File: config.mk
export PLATFORM = sky130hd
export DESIGN_NAME = physical_tag_free_list_flat
export DESIGN_NICKNAME = d
export VERILOG_FILES = /design/src/rtl/physical_tag_free_list_if.sv /design/src/rtl/physical_tag_free_list.sv /design/src/flat_wrapper.sv
export SDC_FILE = /design/constraint.sdc
export NUM_CORES = 1
export LEC_CHECK = 0
export ABC_AREA = 1
export CAP_MARGIN = 5
export CORE_UTILIZATION = 45
export CTS_BUF_LIST = sky130_fd_sc_hd__clkbuf_16
export CTS_CLUSTER_DIAMETER = 120
export CTS_CLUSTER_SIZE = 20
export DETAILED_ROUTE_END_ITERATION = 8
export GPL_TIMING_DRIVEN = 0
export PLACE_DENSITY = 0.61
export SYNTH_ARGS = -nofsm -noshare
export SYNTH_HDL_FRONTEND = slang
export SYNTH_SLANG_ARGS = --single-unit
export TNS_END_PERCENT = 10
File: constraint.sdc
create_clock -name clk_i -period 12.9 [get_ports clk_i]
set_input_delay 3.225 -clock clk_i [delete_from_list [all_inputs] [get_ports clk_i]]
set_output_delay 3.225 -clock clk_i [all_outputs]
set_load 0.1 [all_outputs]
File: src/rtl/physical_tag_free_list_if.sv
// Rename-side bundle for the physical tag free list.
// Carries the show-ahead allocation port, the two retirement free ports,
// and the occupancy / sticky error status.
interface physical_tag_free_list_if #(
    parameter int TAG_BITS = 6
);
    logic                alloc_req;
    logic [TAG_BITS-1:0] alloc_tag;
    logic                alloc_valid;
    logic [TAG_BITS-1:0] freed_tag_1;
    logic [TAG_BITS-1:0] freed_tag_2;
    logic [TAG_BITS-1:0] free_count;
    logic                overflow_error;
    logic                double_free_err;

    // Rename / retirement side: requests tags and returns retired ones.
    modport master (
        output alloc_req,
        output freed_tag_1,
        output freed_tag_2,
        input  alloc_tag,
        input  alloc_valid,
        input  free_count,
        input  overflow_error,
        input  double_free_err
    );

    // Free list side.
    modport slave (
        input  alloc_req,
        input  freed_tag_1,
        input  freed_tag_2,
        output alloc_tag,
        output alloc_valid,
        output free_count,
        output overflow_error,
        output double_free_err
    );
endinterface

File: src/rtl/physical_tag_free_list.sv
// Circular free list of physical register tags: one show-ahead pop, two pushes per cycle.
// Latency: pops and pushes appear on alloc_tag/free_count one cycle after the edge; no bypass.
// Backpressure: alloc_valid=0 when empty (requests ignored); excess/duplicate frees dropped with sticky errors.
module physical_tag_free_list #(
    parameter int TAG_BITS  = 6,
    parameter int NUM_TAGS  = 64,
    parameter int ARCH_REGS = 32
) (
    input  logic                     clk_i,
    input  logic                     reset_i,
    physical_tag_free_list_if.slave  fl
);
    localparam int D     = NUM_TAGS - ARCH_REGS;
    localparam int PTR_W = (D > 1) ? $clog2(D) : 1;
    localparam int CNT_W = $clog2(D + 1);

    logic [TAG_BITS-1:0] entry_q [D];
    logic [PTR_W-1:0]    head_q, head_d;
    logic [PTR_W-1:0]    tail_q, tail_d;
    logic [PTR_W-1:0]    tail2_ptr;
    logic [CNT_W-1:0]    count_q, count_d;
    logic [NUM_TAGS-1:0] in_list_q;
    logic                ovf_q, dfe_q;

    logic                pop;
    logic                v1, v2, dup1, dup2;
    logic                ok1, ok2, ovf1, ovf2;
    logic [CNT_W-1:0]    used, space;

    function automatic logic [PTR_W-1:0] ptr_inc(input logic [PTR_W-1:0] p);
        return (p == PTR_W'(D - 1)) ? '0 : p + PTR_W'(1);
    endfunction

    assign fl.alloc_tag       = entry_q[head_q];
    assign fl.alloc_valid     = (count_q != '0);
    assign fl.free_count      = TAG_BITS'(count_q);
    assign fl.overflow_error  = ovf_q;
    assign fl.double_free_err = dfe_q;

    // Decide pop, accept/drop each freed tag (tag 1 before tag 2), and next pointers.
    always_comb begin
        pop   = fl.alloc_req && (count_q != '0);
        v1    = (fl.freed_tag_1 != '0);
        v2    = (fl.freed_tag_2 != '0);
        // Membership is judged against the list as it stands before this edge.
        dup1  = v1 && in_list_q[fl.freed_tag_1];
        dup2  = v2 && (in_list_q[fl.freed_tag_2] || (fl.freed_tag_2 == fl.freed_tag_1));
        // A same-cycle pop releases a slot that this cycle's pushes may use.
        used  = count_q - CNT_W'(pop);
        space = CNT_W'(D) - used;
        ok1   = v1 && !dup1 && (space >= CNT_W'(1));
        ovf1  = v1 && !dup1 && !ok1;
        ok2   = v2 && !dup2 && (space >= (ok1 ? CNT_W'(2) : CNT_W'(1)));
        ovf2  = v2 && !dup2 && !ok2;
        tail2_ptr = ok1 ? ptr_inc(tail_q) : tail_q;
        tail_d    = ok2 ? ptr_inc(tail2_ptr) : tail2_ptr;
        head_d    = pop ? ptr_inc(head_q) : head_q;
        count_d   = used + CNT_W'(ok1) + CNT_W'(ok2);
    end

    // Storage, pointers, membership and sticky errors; reset reloads tags ARCH_REGS..NUM_TAGS-1.
    always_ff @(posedge clk_i) begin
        if (reset_i) begin
            for (int i = 0; i < D; i++) begin
                entry_q[i] <= TAG_BITS'(ARCH_REGS + i);
            end
            for (int i = 0; i < NUM_TAGS; i++) begin
                in_list_q[i] <= (i >= ARCH_REGS);
            end
            head_q  <= '0;
            tail_q  <= '0;
            count_q <= CNT_W'(D);
            ovf_q   <= 1'b0;
            dfe_q   <= 1'b0;
        end else begin
            if (pop) begin
                in_list_q[entry_q[head_q]] <= 1'b0;
            end
            if (ok1) begin
                entry_q[tail_q]            <= fl.freed_tag_1;
                in_list_q[fl.freed_tag_1]  <= 1'b1;
            end
            if (ok2) begin
                entry_q[tail2_ptr]         <= fl.freed_tag_2;
                in_list_q[fl.freed_tag_2]  <= 1'b1;
            end
            head_q  <= head_d;
            tail_q  <= tail_d;
            count_q <= count_d;
            ovf_q   <= ovf_q | ovf1 | ovf2;
            dfe_q   <= dfe_q | (v1 && dup1) | dup2;
        end
    end
endmodule

File: src/flat_wrapper.sv
// flat-port wrapper written by rule: the top's interface ports become plain ports
module physical_tag_free_list_flat 
#(
    parameter int TAG_BITS  = 6,
    parameter int NUM_TAGS  = 64,
    parameter int ARCH_REGS = 32
)
  (clk_i, reset_i, fl_alloc_req, fl_freed_tag_1, fl_freed_tag_2, fl_alloc_tag, fl_alloc_valid, fl_free_count, fl_overflow_error, fl_double_free_err);
  physical_tag_free_list_if #(.TAG_BITS(TAG_BITS)) fl_i ();
  input  logic clk_i;
  input  logic reset_i;
  input wire logic [$bits(fl_i.alloc_req)-1:0] fl_alloc_req;
  input wire logic [$bits(fl_i.freed_tag_1)-1:0] fl_freed_tag_1;
  input wire logic [$bits(fl_i.freed_tag_2)-1:0] fl_freed_tag_2;
  output wire logic [$bits(fl_i.alloc_tag)-1:0] fl_alloc_tag;
  output wire logic [$bits(fl_i.alloc_valid)-1:0] fl_alloc_valid;
  output wire logic [$bits(fl_i.free_count)-1:0] fl_free_count;
  output wire logic [$bits(fl_i.overflow_error)-1:0] fl_overflow_error;
  output wire logic [$bits(fl_i.double_free_err)-1:0] fl_double_free_err;
  assign fl_i.alloc_req = fl_alloc_req;
  assign fl_i.freed_tag_1 = fl_freed_tag_1;
  assign fl_i.freed_tag_2 = fl_freed_tag_2;
  assign fl_alloc_tag = fl_i.alloc_tag;
  assign fl_alloc_valid = fl_i.alloc_valid;
  assign fl_free_count = fl_i.free_count;
  assign fl_overflow_error = fl_i.overflow_error;
  assign fl_double_free_err = fl_i.double_free_err;
  physical_tag_free_list #(.TAG_BITS(TAG_BITS), .NUM_TAGS(NUM_TAGS), .ARCH_REGS(ARCH_REGS)) u_core (.clk_i(clk_i), .reset_i(reset_i), .fl(fl_i));
endmodule
# Word level (Yosys, flattened, before mapping)

Memory sizes are Yosys's and may differ from the RTL's. A register that Yosys moved wholly into a read port is not among the register bits.
Cells that the tools add are included.

Register bits after elaboration: 82
Memory bits (writable): 192
Output and inout bits: 15
Memories: 1

$add $sub $neg: 7
$lt $le $gt $ge: 8
Equal/unequal tests: 4
Muxes and demuxes: 37
Bitwise logic cells: 8
Reductions and logical operators: 23

Memories:

| memory         | depth | bits a word | read ports | clocked after memory_dff | wr ports | RTL line                     | text |
|---|---|---|---|---|---|---|---|
| u_core.entry_q | 32    | 6           | 1          | 1                        | 32       | physical_tag_free_list.sv:17 | `logic [TAG_BITS-1:0] entry_q [D];` |

Operators with widths:

| kind                                                              | number |
|---|---|
| 2-to-1 mux 64 bit                                                 | 5 |
| bitwise OR 64 bit                                                 | 2 |
| bitwise AND 64 bit                                                | 1 |
| NOT 64 bit                                                        | 1 |
| 2-to-1 mux 5 bit                                                  | 9 |
| greater-or-equal comparator 6 x 1 -> 1 bit, second input constant | 4 |
| less-than comparator 6 x 7 -> 1 bit, second input constant        | 3 |
| demux 1 bit (select 6 bit)                                        | 3 |
| nonzero test 6 bit                                                | 3 |
| adder 5 x 1 -> 5 bit, second input constant                       | 3 |
| == test 5 bit, second input constant                              | 3 |
| 2-to-1 mux 1 bit                                                  | 15 |
| logical AND 1 bit                                                 | 13 |
| adder 6 x 1 -> 6 bit                                              | 2 |
| binary-select mux 1 bit (select 6 bit)                            | 2 |
| 2-to-1 mux 6 bit                                                  | 2 |
| OR reduction 6 bit                                                | 2 |
| == test 6 bit                                                     | 1 |
| greater-or-equal comparator 6 bit                                 | 1 |
| subtractor 6 x 1 -> 6 bit                                         | 1 |
| subtractor 6 bit, first input constant                            | 1 |
| zero test 1 bit                                                   | 4 |
| bitwise OR 1 bit                                                  | 4 |
| 2-to-1 mux 2 bit                                                  | 1 |
| logical OR 1 bit                                                  | 1 |

# Depth between registers and ports, before layout

Word-level depth: 14
Mapped depth: 30
Mapped depth without buffers: 27

# Worst setup path before layout

OpenSTA, ideal clock, no wires.

Path kind: input port to flip-flop
Start: in fl_alloc_req
End: reg u_core.count_q[4] (netlist: u_core.fl.free_count[4])
Setup time: 0.116 ns
Arrival time: 7.470 ns
Required time: 12.784 ns
Setup slack: 5.314 ns
Stages: 27
Buffers on the path: 3
Cell sequence: nand2_1 > inv_2 > ha_1 > ha_1 > ha_1 > inv_1 > nor2_1 > nand3_1 > nor2_1 > nand2_1 > nand2_1 > nand3_2 > nand4_4 > buf_1 > ha_1 > o21ai_0 > inv_1 > nor3_1 > nor2_2 > buf_2 > buf_2 > fa_1 > ha_1 > nand2_1 > inv_1 > a21oi_1 > nor2_1

Cells in the longest elaborated chain, start to end: 9

RTL lines:

| what                                       | RTL line                     | text |
|---|---|---|
| start, declared                            | flat_wrapper.sv:12           | `input wire logic [$bits(fl_i.alloc_req)-1:0] fl_alloc_req;` |
| logical AND 1 bit (*)                      | physical_tag_free_list.sv:42 | `pop = fl.alloc_req && (count_q != '0);` |
| subtractor 6 x 1 -> 6 bit (*)              | physical_tag_free_list.sv:49 | `used = count_q - CNT_W'(pop);` |
| subtractor 6 bit                           | physical_tag_free_list.sv:50 | `space = CNT_W'(D) - used;` |
| greater-or-equal comparator 6 x 1 -> 1 bit | physical_tag_free_list.sv:51 | `ok1 = v1 && !dup1 && (space >= CNT_W'(1));` |
| logical AND 1 bit                          | physical_tag_free_list.sv:51 |  |
| 2-to-1 mux 2 bit                           | physical_tag_free_list.sv:53 | `ok2 = v2 && !dup2 && (space >= (ok1 ? CNT_W'(2) : CNT_W'(1)));` |
| greater-or-equal comparator 6 bit          | physical_tag_free_list.sv:53 |  |
| logical AND 1 bit                          | physical_tag_free_list.sv:53 |  |
| adder 6 x 1 -> 6 bit (*)                   | physical_tag_free_list.sv:58 | `count_d = used + CNT_W'(ok1) + CNT_W'(ok2);` |
| end signal, assigned                       | physical_tag_free_list.sv:72 | `count_q <= CNT_W'(D);` |
| end signal, assigned                       | physical_tag_free_list.sv:89 | `count_q <= count_d;` |
| end, declared                              | physical_tag_free_list.sv:21 | `logic [CNT_W-1:0] count_q, count_d;` |

Every way passes the cells marked *; elsewhere a longest branch is shown, timed or not.
A chain may end at the register's enable or synchronous reset.

==> results_dict.tcl <==
set metrics [dict create \
    slew_headroom_pct 10.10 \
    worstSetupPathType "input pin to flop" \
    critPathMaxFanout 11 \
    die_area_mm2 0.04158 \
    synth-main-ff-cell "edfxtp_1" \
    hp-class "flop to flop" \
    synth.area.top_cells "edfxtp_1, nand2_1, dfxtp_1" \
    path_buf_inv 6 \
    power.leakage_nw 8.494 \
    maxCapViolCount 0 \
    synth.top_cell.area_share_pct 31.42 \
    clk_transition_reported_paths_ns 0.09 \
    die_h_um 203.9 \
    min_period_ns 8.817 \
    synth_fp_nets 2804 \
    cts_resized 0 \
    slowest_delay_ns 0.52 \
    fmax_mhz 113.4 \
    finalHoldViolations 0 \
    slowest_stage "nor2_2" \
    grt.total_usage_pct 41.00 \
    rr_startpoint "u_core.fl.free_count[2]$_SDFF_PP0_" \
    io_pins 30 \
    hold_end "u_core.in_list_q[40]$_SDFF_PP1_" \
    htree_levels 1 \
    power_density_mw_per_mm2 165.3 \
    synth_edf_count 192 \
    cts_tree "yes" \
    post_cts_buffers 0 \
    status "completed" \
    numCtsBuffers 18 \
    holdPathStages 2 \
    r2r_slack_ns 6.37 \
    clockBufferDepth 3 \
    cp_num_cells 25 \
    arrival_ns 9.04 \
    vias_per_cell 6.037 \
    wl_mm 85.63 \
    cp.required_ns 13.12 \
    overflow 0 \
    synth_seq_cells 279 \
    worst_r2r_endpoint "u_core.entry_q[7][5]$_DFFE_PP_" \
    n_antenna_cell 0 \
    seq_area_frac_synth_pct 40.92 \
    num-nets-final 2846 \
    synth.distinct_cells 36 \
    gp_congestion 1.045 \
    antenna_found_initial 0 \
    drt_iter0_markers 2806 \
    final_max_slew_viol_count 0 \
    vdd_drop_max_mv 0.1390 \
    core-area_mm2 0.04001 \
    drt_pre_antenna_iters 8 \
    rsz0062_at_grt "no" \
    die_w_um 203.9 \
    holdBufCountCts 0 \
    post-route-util_pct 49.51 \
    fin_crit_sh_pct 68.35 \
    worstSkewPairLatency_ns 0.56 \
    crit_top_cell "nand2_1" \
    netlist_area_mm2 0.01835 \
    synth.avg_cell_area_um2 6.628 \
    grt_max_degree 22 \
    grt_pass1_wl_mm 122.6 \
    ant_nets 0 \
    drive_gt1_share_pct 4.571 \
    syn_to_final_growth_pct 7.958 \
    r2r_cells 26 \
    initial_utilization_pct 45.86 \
    tightest_slew_ns 1.348 \
    synth-async-reset-ratio_pct 0 \
    routedWlPerCell_um 25.59 \
    endpoint_kind "flop" \
    cts.sinks 279 \
    num_vias 20207 \
    clk_root_buffer_cell "clkbuf_16" \
    synth_cells 2768 \
    drc 0 \
    yosys_warnings 0 \
    hp-start "u_core.in_list_q[40]$_SDFF_PP1_" \
    dpl.hpwl_mm 60.33 \
    fin_cells 3347 \
    skew_ns 0.03174 \
    first_global_vias 18629 \
    synth_top_cell_by_area "edfxtp_1" \
    setup_viol 0 \
    row_count 73 \
    fin_setup_tns_ns 0 \
    dp_cells 3315 \
    cp_top_family "simple AND/OR/NAND/NOR gates" \
    start_kind "input pin" \
    port_buffers 20 \
]
[stage by stage]
| stage | cell area (µm²) | hold WS [ns] | total power [mW] | setup WS (ns) |
|---|---|---|---|---|
| after CTS | 19810 | 0.4653 | 3.210 | 4.126 |
| after global placement | 19200 | 0.4428 | 2.585 | 3.641 |
| after detailed placement | 19260 | 0.4442 | 2.603 | 3.543 |
| after global routing | 19810 | 0.4953 | 3.379 | 3.718 |
| after floorplan | 18350 | 0.4285 | 2.053 | 5.314 |
| final | 19810 | 0.4634 | 3.275 | 4.083 |
[logic make-up (layout without fill, tap and decap cells)]
logic type,after synthesis,in the layout,synth area share (%)
XOR/XNOR,6,6,0.2864
AND/OR/NAND/NOR,1898,1898,43.60
adder cells (fa/ha/maj),21,21,1.473
flip-flops,279,279,40.92
buffers and inverters,359,413,7.849
AO/OA/AOI/OAI,205,205,5.872
[power by group]
part,switching (mW),internal [mW],total (mW)
Combinational,1.24,0.314,1.56
Clock,0.351,0.272,0.624
Sequential,0.0436,1.05,1.10
Total,1.64,1.64,3.28
[how the worst max path moves through the flow]
stage / from / end / slack (ns)
after global placement: fl_alloc_req / u_core.fl.free_count[4]$_SDFF_PP0_ / 3.64
after floorplan: fl_alloc_req / u_core.fl.free_count[4]$_SDFF_PP0_ / 5.31
after global routing: fl_alloc_req / u_core.fl.free_count[4]$_SDFF_PP0_ / 3.72
final: fl_alloc_req / u_core.entry_q[7][5]$_DFFE_PP_ / 4.08
after detailed placement: fl_alloc_req / u_core.fl.free_count[4]$_SDFF_PP0_ / 3.54
after CTS: fl_alloc_req / u_core.fl.free_count[4]$_SDFF_PP0_ / 4.13
[tightest hold or removal path, delay by kind of cell, from the launching register on]
family | cells | cell delay (ns)
flops | 1 | 0.34
simple gates | 2 | 0.10
[layout by cell type, fill, tap and decap left out, drive strengths merged, types with 6 or more instances in the layout]
cell type and instances:
o221ai 7, ha 20, xor2 6, nor3 36
nor2 284, edfxtp 192, o21ai 106, clkdlybuf4s50 20
nand4 107, dfxtp 87, a31oi 6, inv 202
a21oi 79, buf 74, nand2 1144, nand3 322
clkbuf 114
[per-layer routing]
layer  global-route usage, %  routed length (µm)  up-vias
li1                        -                   -     9110
met1                   50.55               30860     9318
met2                   64.49               37530     1427
met5                       0                   0        -
met4                   29.16                7039        0
met3                   7.717               10200      352
[sequential cells by signal (all words and copies together), names as in the netlist, named ones only]
register and flops:
u_core.tail_q 5, u_core.head_q 5, u_core.fl.free_count 6, u_core.fl.overflow_error 1, u_core.entry_q 192, u_core.fl.double_free_err 1
u_core.in_list_q 64
[final cells by class]
class	count	area, µm²
Fill cell	4106	20200
Multi-Input combinational cell	2130	9440
Sequential cell	279	7507
Inverter	192	720.7
Buffer	167	719.4
Tap cell	525	656.9
Clock buffer	19	475.5
Timing Repair Buffer	22	219.0
Clock inverter	13	68.82
[cell usage after synthesis, types with 2 or more instances]
library cell and n:
a21oi_1 79, a31oi_1 6, buf_1 12, buf_2 54, buf_4 6, clkbuf_1 93, clkbuf_2 2, clkinv_1 2
dfxtp_1 87, edfxtp_1 192, ha_1 20, inv_1 181, inv_2 9, nand2_1 1141, nand2_2 3, nand3_1 321
nand3b_1 3, nand4_1 106, nor2_1 270, nor2_2 7, nor2_4 7, nor3_1 28, nor3_2 7, o211ai_1 3
o21ai_0 90, o21ai_1 16, o221ai_1 7, o31ai_1 3, xor2_1 6
No activity file was read; power rests on OpenSTA's default activity.
